### src/rtl/rxuart_pkg.sv
// Shared constants and types for the parametrised UART receiver.
package rxuart_pkg;

    // Parity mode encodings
    localparam int unsigned PAR_NONE = 0;
    localparam int unsigned PAR_ODD  = 1;
    localparam int unsigned PAR_EVEN = 2;

    // Receiver FSM states
    typedef enum logic [2:0] {
        ST_IDLE   = 3'd0,
        ST_START  = 3'd1,
        ST_DATA   = 3'd2,
        ST_PARITY = 3'd3,
        ST_STOP   = 3'd4,
        ST_DONE   = 3'd5
    } state_e;

    // Minimum bits needed to count 0..v-1 (never less than 1)
    function automatic int unsigned clog2(input int unsigned v);
        int unsigned r;
        r = 0;
        while ((64'd1 << r) < 64'(v)) r = r + 1;
        return (r == 0) ? 1 : r;
    endfunction

endpackage

### src/rtl/rxuart_param_if.sv
// Output word bus of the UART receiver: holding register plus valid/ready.
interface rxuart_param_if #(
    parameter int unsigned DATA_BITS = 8
) ();
    logic [DATA_BITS-1:0] data;
    logic                 valid;
    logic                 ready;
    logic                 parity_err;
    logic                 frame_err;
    logic                 overrun;

    modport master (output data, valid, parity_err, frame_err, overrun, input ready);
    modport slave  (input  data, valid, parity_err, frame_err, overrun, output ready);
endinterface

### src/rtl/rx_sampler.sv
// Line conditioning: 2-FF synchroniser, falling-edge detect, 3-sample majority.
module rx_sampler (
    input  logic clk,
    input  logic rst_n,
    input  logic i_rx,
    output logic o_rx_s,
    output logic o_fall_c,
    output logic o_vote_c
);
    logic r_sync1, r_sync2, r_h1, r_h2;

    // Synchroniser and two-deep history of the synchronised line (idle high)
    always_ff @(posedge clk or negedge rst_n) begin
        if (!rst_n) begin
            r_sync1 <= 1'b1;
            r_sync2 <= 1'b1;
            r_h1    <= 1'b1;
            r_h2    <= 1'b1;
        end else begin
            r_sync1 <= i_rx;
            r_sync2 <= r_sync1;
            r_h1    <= r_sync2;
            r_h2    <= r_h1;
        end
    end

    assign o_rx_s   = r_sync2;
    assign o_fall_c = r_h1 & ~r_sync2;
    // Vote over the current and two previous samples (counts MID+1, MID, MID-1)
    assign o_vote_c = (r_sync2 & r_h1) | (r_sync2 & r_h2) | (r_h1 & r_h2);
endmodule

### src/rtl/rxuart_param.sv
// Parametrised UART receiver with majority sampling and a valid/ready output register.
import rxuart_pkg::*;

module rxuart_param #(
    parameter int unsigned CLK_FREQ  = 12_000_000,
    parameter int unsigned BAUDRATE  = 230_400,
    parameter int unsigned DATA_BITS = 8,
    parameter int unsigned PARITY    = 0,
    parameter int unsigned STOP_BITS = 1
) (
    input  logic           clk,
    input  logic           rst_n,
    input  logic           rx,
    rxuart_param_if.master bus
);
    localparam int unsigned CLKS_PER_BIT = CLK_FREQ / BAUDRATE;
    localparam int unsigned MID          = CLKS_PER_BIT / 2;
    localparam int unsigned CNT_W        = clog2(CLKS_PER_BIT);
    localparam int unsigned BIT_W        = clog2(DATA_BITS + 1);

    localparam logic [2:0] S_IDLE   = 3'(ST_IDLE);
    localparam logic [2:0] S_START  = 3'(ST_START);
    localparam logic [2:0] S_DATA   = 3'(ST_DATA);
    localparam logic [2:0] S_PARITY = 3'(ST_PARITY);
    localparam logic [2:0] S_STOP   = 3'(ST_STOP);
    localparam logic [2:0] S_DONE   = 3'(ST_DONE);

    logic [2:0]           r_state, w_next;
    logic [CNT_W-1:0]     r_cnt;
    logic [BIT_W-1:0]     r_bit;
    logic [DATA_BITS-1:0] r_shift;
    logic                 r_par_err, r_frame_err, r_armed;
    logic [DATA_BITS-1:0] r_data;
    logic                 r_valid, r_out_perr, r_out_ferr, r_overrun;
    logic                 w_rx_s, w_fall, w_vote;
    logic                 w_samp, w_wrap, w_last_data, w_last_stop;

    rx_sampler u_sampler (
        .clk      (clk),
        .rst_n    (rst_n),
        .i_rx     (rx),
        .o_rx_s   (w_rx_s),
        .o_fall_c (w_fall),
        .o_vote_c (w_vote)
    );

    assign w_samp      = (r_cnt == CNT_W'(MID + 1));
    assign w_wrap      = (r_cnt == CNT_W'(CLKS_PER_BIT - 1));
    assign w_last_data = (r_bit == BIT_W'(DATA_BITS - 1));
    assign w_last_stop = (r_bit == BIT_W'(STOP_BITS - 1));

    // State register
    always_ff @(posedge clk or negedge rst_n) begin
        if (!rst_n) r_state <= S_IDLE;
        else        r_state <= w_next;
    end

    // Next-state logic
    always_comb begin
        w_next = r_state;
        case (r_state)
            S_IDLE:   if (w_fall && r_armed) w_next = S_START;
            S_START: begin
                if (w_samp && w_vote) w_next = S_IDLE;
                else if (w_wrap)      w_next = S_DATA;
            end
            S_DATA:   if (w_wrap && w_last_data)
                          w_next = (PARITY != PAR_NONE) ? S_PARITY : S_STOP;
            S_PARITY: if (w_wrap) w_next = S_STOP;
            S_STOP:   if (w_samp && w_last_stop) w_next = S_DONE;
            S_DONE:   w_next = S_IDLE;
            default:  w_next = S_IDLE;
        endcase
    end

    // Baud counter, bit index, shift register and per-frame error flags
    always_ff @(posedge clk or negedge rst_n) begin
        if (!rst_n) begin
            r_cnt       <= '0;
            r_bit       <= '0;
            r_shift     <= '0;
            r_par_err   <= 1'b0;
            r_frame_err <= 1'b0;
        end else begin
            if (r_state == S_IDLE || w_wrap) r_cnt <= '0;
            else                             r_cnt <= r_cnt + CNT_W'(1);
            case (r_state)
                S_IDLE: begin
                    r_bit       <= '0;
                    r_par_err   <= 1'b0;
                    r_frame_err <= 1'b0;
                end
                S_DATA: begin
                    if (w_samp) r_shift <= {w_vote, r_shift[DATA_BITS-1:1]};
                    if (w_wrap) r_bit <= w_last_data ? '0 : r_bit + BIT_W'(1);
                end
                S_PARITY: if (w_samp)
                    r_par_err <= ((^r_shift) ^ w_vote) != (PARITY == PAR_ODD);
                S_STOP: if (w_samp) begin
                    if (!w_vote) r_frame_err <= 1'b1;
                    r_bit <= r_bit + BIT_W'(1);
                end
                default: ;
            endcase
        end
    end

    // A line left low by a framing error must rise before a new start is accepted
    always_ff @(posedge clk or negedge rst_n) begin
        if (!rst_n)                              r_armed <= 1'b1;
        else if (w_rx_s)                         r_armed <= 1'b1;
        else if (r_state == S_DONE && r_frame_err) r_armed <= 1'b0;
    end

    // Single-entry holding register with valid/ready handshake and sticky overrun
    always_ff @(posedge clk or negedge rst_n) begin
        if (!rst_n) begin
            r_data     <= '0;
            r_valid    <= 1'b0;
            r_out_perr <= 1'b0;
            r_out_ferr <= 1'b0;
            r_overrun  <= 1'b0;
        end else if (r_state == S_DONE) begin
            if (!r_valid || bus.ready) begin
                r_data     <= r_shift;
                r_valid    <= 1'b1;
                r_out_perr <= r_par_err;
                r_out_ferr <= r_frame_err;
            end else begin
                r_overrun  <= 1'b1;
            end
        end else if (r_valid && bus.ready) begin
            r_valid <= 1'b0;
        end
    end

    assign bus.data       = r_data;
    assign bus.valid      = r_valid;
    assign bus.parity_err = r_out_perr;
    assign bus.frame_err  = r_out_ferr;
    assign bus.overrun    = r_overrun;
endmodule

### src/flat_wrapper.sv
// flat-port wrapper written by rule: the top's interface ports become plain ports
module rxuart_param_flat 
#(
    parameter int unsigned CLK_FREQ  = 12_000_000,
    parameter int unsigned BAUDRATE  = 230_400,
    parameter int unsigned DATA_BITS = 8,
    parameter int unsigned PARITY    = 0,
    parameter int unsigned STOP_BITS = 1
)
  (clk, rst_n, rx, bus_data, bus_valid, bus_parity_err, bus_frame_err, bus_overrun, bus_ready);
  rxuart_param_if #(.DATA_BITS(DATA_BITS)) bus_i ();
  input  logic clk;
  input  logic rst_n;
  input  logic rx;
  output wire logic [$bits(bus_i.data)-1:0] bus_data;
  output wire logic [$bits(bus_i.valid)-1:0] bus_valid;
  output wire logic [$bits(bus_i.parity_err)-1:0] bus_parity_err;
  output wire logic [$bits(bus_i.frame_err)-1:0] bus_frame_err;
  output wire logic [$bits(bus_i.overrun)-1:0] bus_overrun;
  input wire logic [$bits(bus_i.ready)-1:0] bus_ready;
  assign bus_data = bus_i.data;
  assign bus_valid = bus_i.valid;
  assign bus_parity_err = bus_i.parity_err;
  assign bus_frame_err = bus_i.frame_err;
  assign bus_overrun = bus_i.overrun;
  assign bus_i.ready = bus_ready;
  rxuart_param #(.CLK_FREQ(CLK_FREQ), .BAUDRATE(BAUDRATE), .DATA_BITS(DATA_BITS), .PARITY(PARITY), .STOP_BITS(STOP_BITS)) u_core (.clk(clk), .rst_n(rst_n), .rx(rx), .bus(bus_i));
endmodule
### config.mk
export PLATFORM = sky130hd
export DESIGN_NAME = rxuart_param_flat
export DESIGN_NICKNAME = d
export VERILOG_FILES = /design/src/rtl/rxuart_pkg.sv /design/src/rtl/rxuart_param_if.sv /design/src/rtl/rx_sampler.sv /design/src/rtl/rxuart_param.sv /design/src/flat_wrapper.sv
export SDC_FILE = /design/constraint.sdc
export NUM_CORES = 1
export LEC_CHECK = 0
export BUFFER_PORTS_ARGS = -buffer_cell sky130_fd_sc_hd__buf_2
export CAP_MARGIN = 15
export CORE_ASPECT_RATIO = 0.75
export CORE_UTILIZATION = 55
export DETAILED_ROUTE_END_ITERATION = 8
export PLACE_DENSITY = 0.85
export RECOVER_POWER = 50
export SLEW_MARGIN = 10
export SYNTH_ARGS = -nofsm -noshare
export SYNTH_HDL_FRONTEND = slang
export SYNTH_HIERARCHICAL = 1
export SYNTH_SLANG_ARGS = --single-unit
### constraint.sdc
create_clock -name clk -period 4.18 [get_ports clk]
set_input_delay 0.209 -clock clk [delete_from_list [all_inputs] [get_ports clk]]
set_output_delay 0.209 -clock clk [all_outputs]
set_load 0.01 [all_outputs]
==> flow_summary.yaml <==
flow_run:
  max_cap_violations: 1
grt:
  grt_max_degree: 41
  track_usage: 0.1993
  grt_pass1_wl_um: 5402
  antenna_found_initial: 0
  grt_overflow_total: 0
  grt_pass1_vias: 1218
clock_tree:
  cts.sinks: 40
  h-tree-depth: 2
  cts_resized: 0
  post_cts_buffers: 0
  cts_buffers: 5
  cts_tree: "built"
  cts-hold-fix-buffers: 0
  clkTransAtPathRegs_ns: 0.07
  insertion_delay_ns: 0.29
  cts_buffer_depth: 2
  root_buffer: "clkbuf_8"
sta:
  skew_ns: 0.004208
  rsz0062_at_grt: "false"
  fin_crit_sh: 0.4673
  period_minus_slack_ns: 1.953
  slew_headroom: -0.3403
  tightest_slew_ns: 2.010
  max_freq_ghz: 0.5119
  drv_slew: 41
  setup_slack_ns: 2.227
  setup_viol: 0
  hold_viol: 0
  whs_ns: 0.01339
  finalSetupTns_ns: 0
detailed_routing:
  wl_per_cell_um: 15.16
  vias: 1193
  first_pass_iters: 4
  routed_wl_um: 3229
  ant_nets: 0
  drt-vias-per-instance: 5.601
  drtIter0Drc: 75
  drc: 0
layout:
  utilization: 0.6738
  fillCellCount: 240
  diodes: 0
  fin_nets: 181
  drive_above_1_share: 0.2229
  stdcell_area_um2: 2078
  synthToLayoutAreaGrowth_pct: 10.73
critical_path:
  endpoint_kind: "flop"
  slowest_delay_ns: 0.51
  critPathRequiredTime_ns: 4.36
  crit_chain: "ha_1 > nand2_4 > nor3_4 > and3_1 > mux2_4"
  start_kind: "flop"
  crit_type: "reg2reg"
  path_buf_inv: 0
  cp_slowest_cell: "and3_1"
  crit_fanout: 8
  arrival_ns: 2.13
  crit_family: "simple AND/OR/NAND/NOR gates"
floorplan:
  io-pin-count: 16
  core_area_um2: 3084
  die_w_um: 69.45
  rows: 17
  start_util: 0.6085
  die-area_um2: 3652
  die_y_um: 52.59
hold_path:
  min_path_type: "in2reg"
outcome:
  outcome: "complete, but fails checks"
  violations: "max-capacitance violations, max-slew violations"
power:
  p_per_area_nw_per_um2: 442.0
  switching_share: 0.2862
  power_frac_seq: 0.516
  clkPwrFrac: 0.336
  p_int_uw: 655.6
  leakage_nw: 0.9791
  vdd_ir_drop_max_mv: 0.3846
  power_switching_uw: 262.9
  comb_power_share: 0.148
yosys:
  synthCells: 156
  post_synth_num_cell_types: 36
  netlist_area_um2: 1877
  synth-seq-cells: 40
  synth_fp_nets: 163
  syn_area_per_cell_um2: 12.03
  yosysWarnings: 6
  ys_seq_area_frac: 0.5367
place:
  dpl_worst_slack_ns: 2.235
  dp.final_hpwl_um: 2225
  gp_congestion: 0.8205
  io_buffer_count: 15
  place_area_um2: 1971
-- per-stage QoR --
stage               power (mW)  instances
floorplan               0.5780        156
global placement        0.6046        205
detailed placement      0.6143        205
CTS                     0.9259        213
global route            0.9612        213
finish                  0.9185        213
-- cell type report --
cell class | count | area [µm²] | area share
flip-flops and latches | 40 | 1007 | 0.4847
multi-input cells | 105 | 814.5 | 0.3919
repair buffers | 15 | 71.32 | 0.03432
clock buffers | 5 | 68.82 | 0.03311
well taps | 38 | 47.55 | 0.02288
clock inverters | 3 | 42.54 | 0.02047
inverters | 7 | 26.28 | 0.01264
-- sequential cells by signal, summed over array words and instances, names as in the netlist, 3 cells and up --
register and flops:
u_core/r_state 3, u_core/r_cnt 6, u_core/bus.data 8, u_core/r_bit 4, u_core/r_shift 8
-- synth_stat cells --
master	count	area, µm²
o21ai_1	4	20.02
nor2_1	15	56.30
xor2_1	5	43.79
nor3_2	1	10.01
buf_6	1	11.26
dfrtp_1	35	875.8
nand2b_1	3	18.77
xnor2_1	9	78.83
a22o_1	1	8.760
nand3b_1	2	15.01
mux2_1	10	112.6
o21bai_1	1	7.510
nand2_4	1	11.26
nand4_1	3	18.77
and3_1	2	12.51
nor3_4	1	16.27
nor4b_2	1	15.01
nor4_2	1	12.51
a2111oi_0	1	8.760
maj3_2	1	11.26
nor2b_1	1	6.260
a21oi_1	5	25.02
nand3_1	5	25.02
nand2_1	10	37.54
o31ai_1	1	7.510
buf_2	2	10.01
ha_1	3	37.54
a31oi_1	1	6.260
a21o_1	4	30.03
inv_1	7	26.28
dfstp_2	5	131.4
mux2_4	8	120.1
o21ai_0	3	15.01
buf_4	1	7.510
nand2b_4	1	13.76
o31ai_2	1	12.51
-- cell usage in the layout, fill, tap and decap left out, types with 2 or more instances in the layout --
master    netlist  layout
dfrtp_1        35      35
nor2_1         15      15
buf_2           2      12
nand2_1        10      10
mux2_1         10      10
xnor2_1         9       9
mux2_4          8       8
inv_1           7       7
clkbuf_8        0       5
nand3_1         5       5
xor2_1          5       5
a21oi_1         5       5
a21o_1          4       4
o21ai_1         4       4
clkbuf_1        0       3
o21ai_0         3       3
nand4_1         3       3
nand2b_1        3       3
ha_1            3       3
dfstp_2         5       3
and3_1          2       2
nand3b_1        2       2
dfstp_1         0       2
-- logic make-up (layout without fill, tap and decap cells) --
family | count (synthesis) | after routing | share of synthesized area
and+or+nand+nor | 47 | 47 | 0.1433
DFF | 40 | 40 | 0.5367
AOI/OAI and AO/OA | 22 | 22 | 0.07534
muxes | 18 | 18 | 0.1240
xor gates and xnor gates | 14 | 14 | 0.06533
buffers and inverters | 11 | 30 | 0.02934
adders and majority gates | 4 | 4 | 0.02600
-- power groups by stage --
stage / sequential, mW / clock [mW] / combinational, mW
6_report: 0.474 / 0.309 / 0.136
5_1_grt: 0.477 / 0.328 / 0.156
4_1_cts: 0.474 / 0.315 / 0.137
3_5_place_dp: 0.480 / 0 / 0.134
3_3_place_gp: 0.476 / 0 / 0.129
2_1_floorplan: 0.465 / 0 / 0.113
-- final timing paths --
kind,from,endpoint,slack [ns],cells after the start
min in group asynchronous,rst_n,u_core/r_state[0],0.49,1
min reg2reg,u_core/u_sampler/r_sync1,u_core/u_sampler/o_rx_s,0.36,0
max in group asynchronous,rst_n,u_core/r_state[1],2.55,1
max,u_core/r_cnt[0],u_core/r_shift[2],2.23,5
max reg2reg,u_core/r_cnt[0],u_core/r_shift[2],2.23,5
min,rx,u_core/u_sampler/r_sync1,0.01,1
-- per-layer routing --
layer | track usage | part of all wire
met1 | 0.2623 | 0.50
met3 | 0.05192 | 0.037
met4 | 0.09524 | 0.0031
met5 | 0 | 0
met2 | 0.3123 | 0.46
Power figures use the tool's default switching activity.
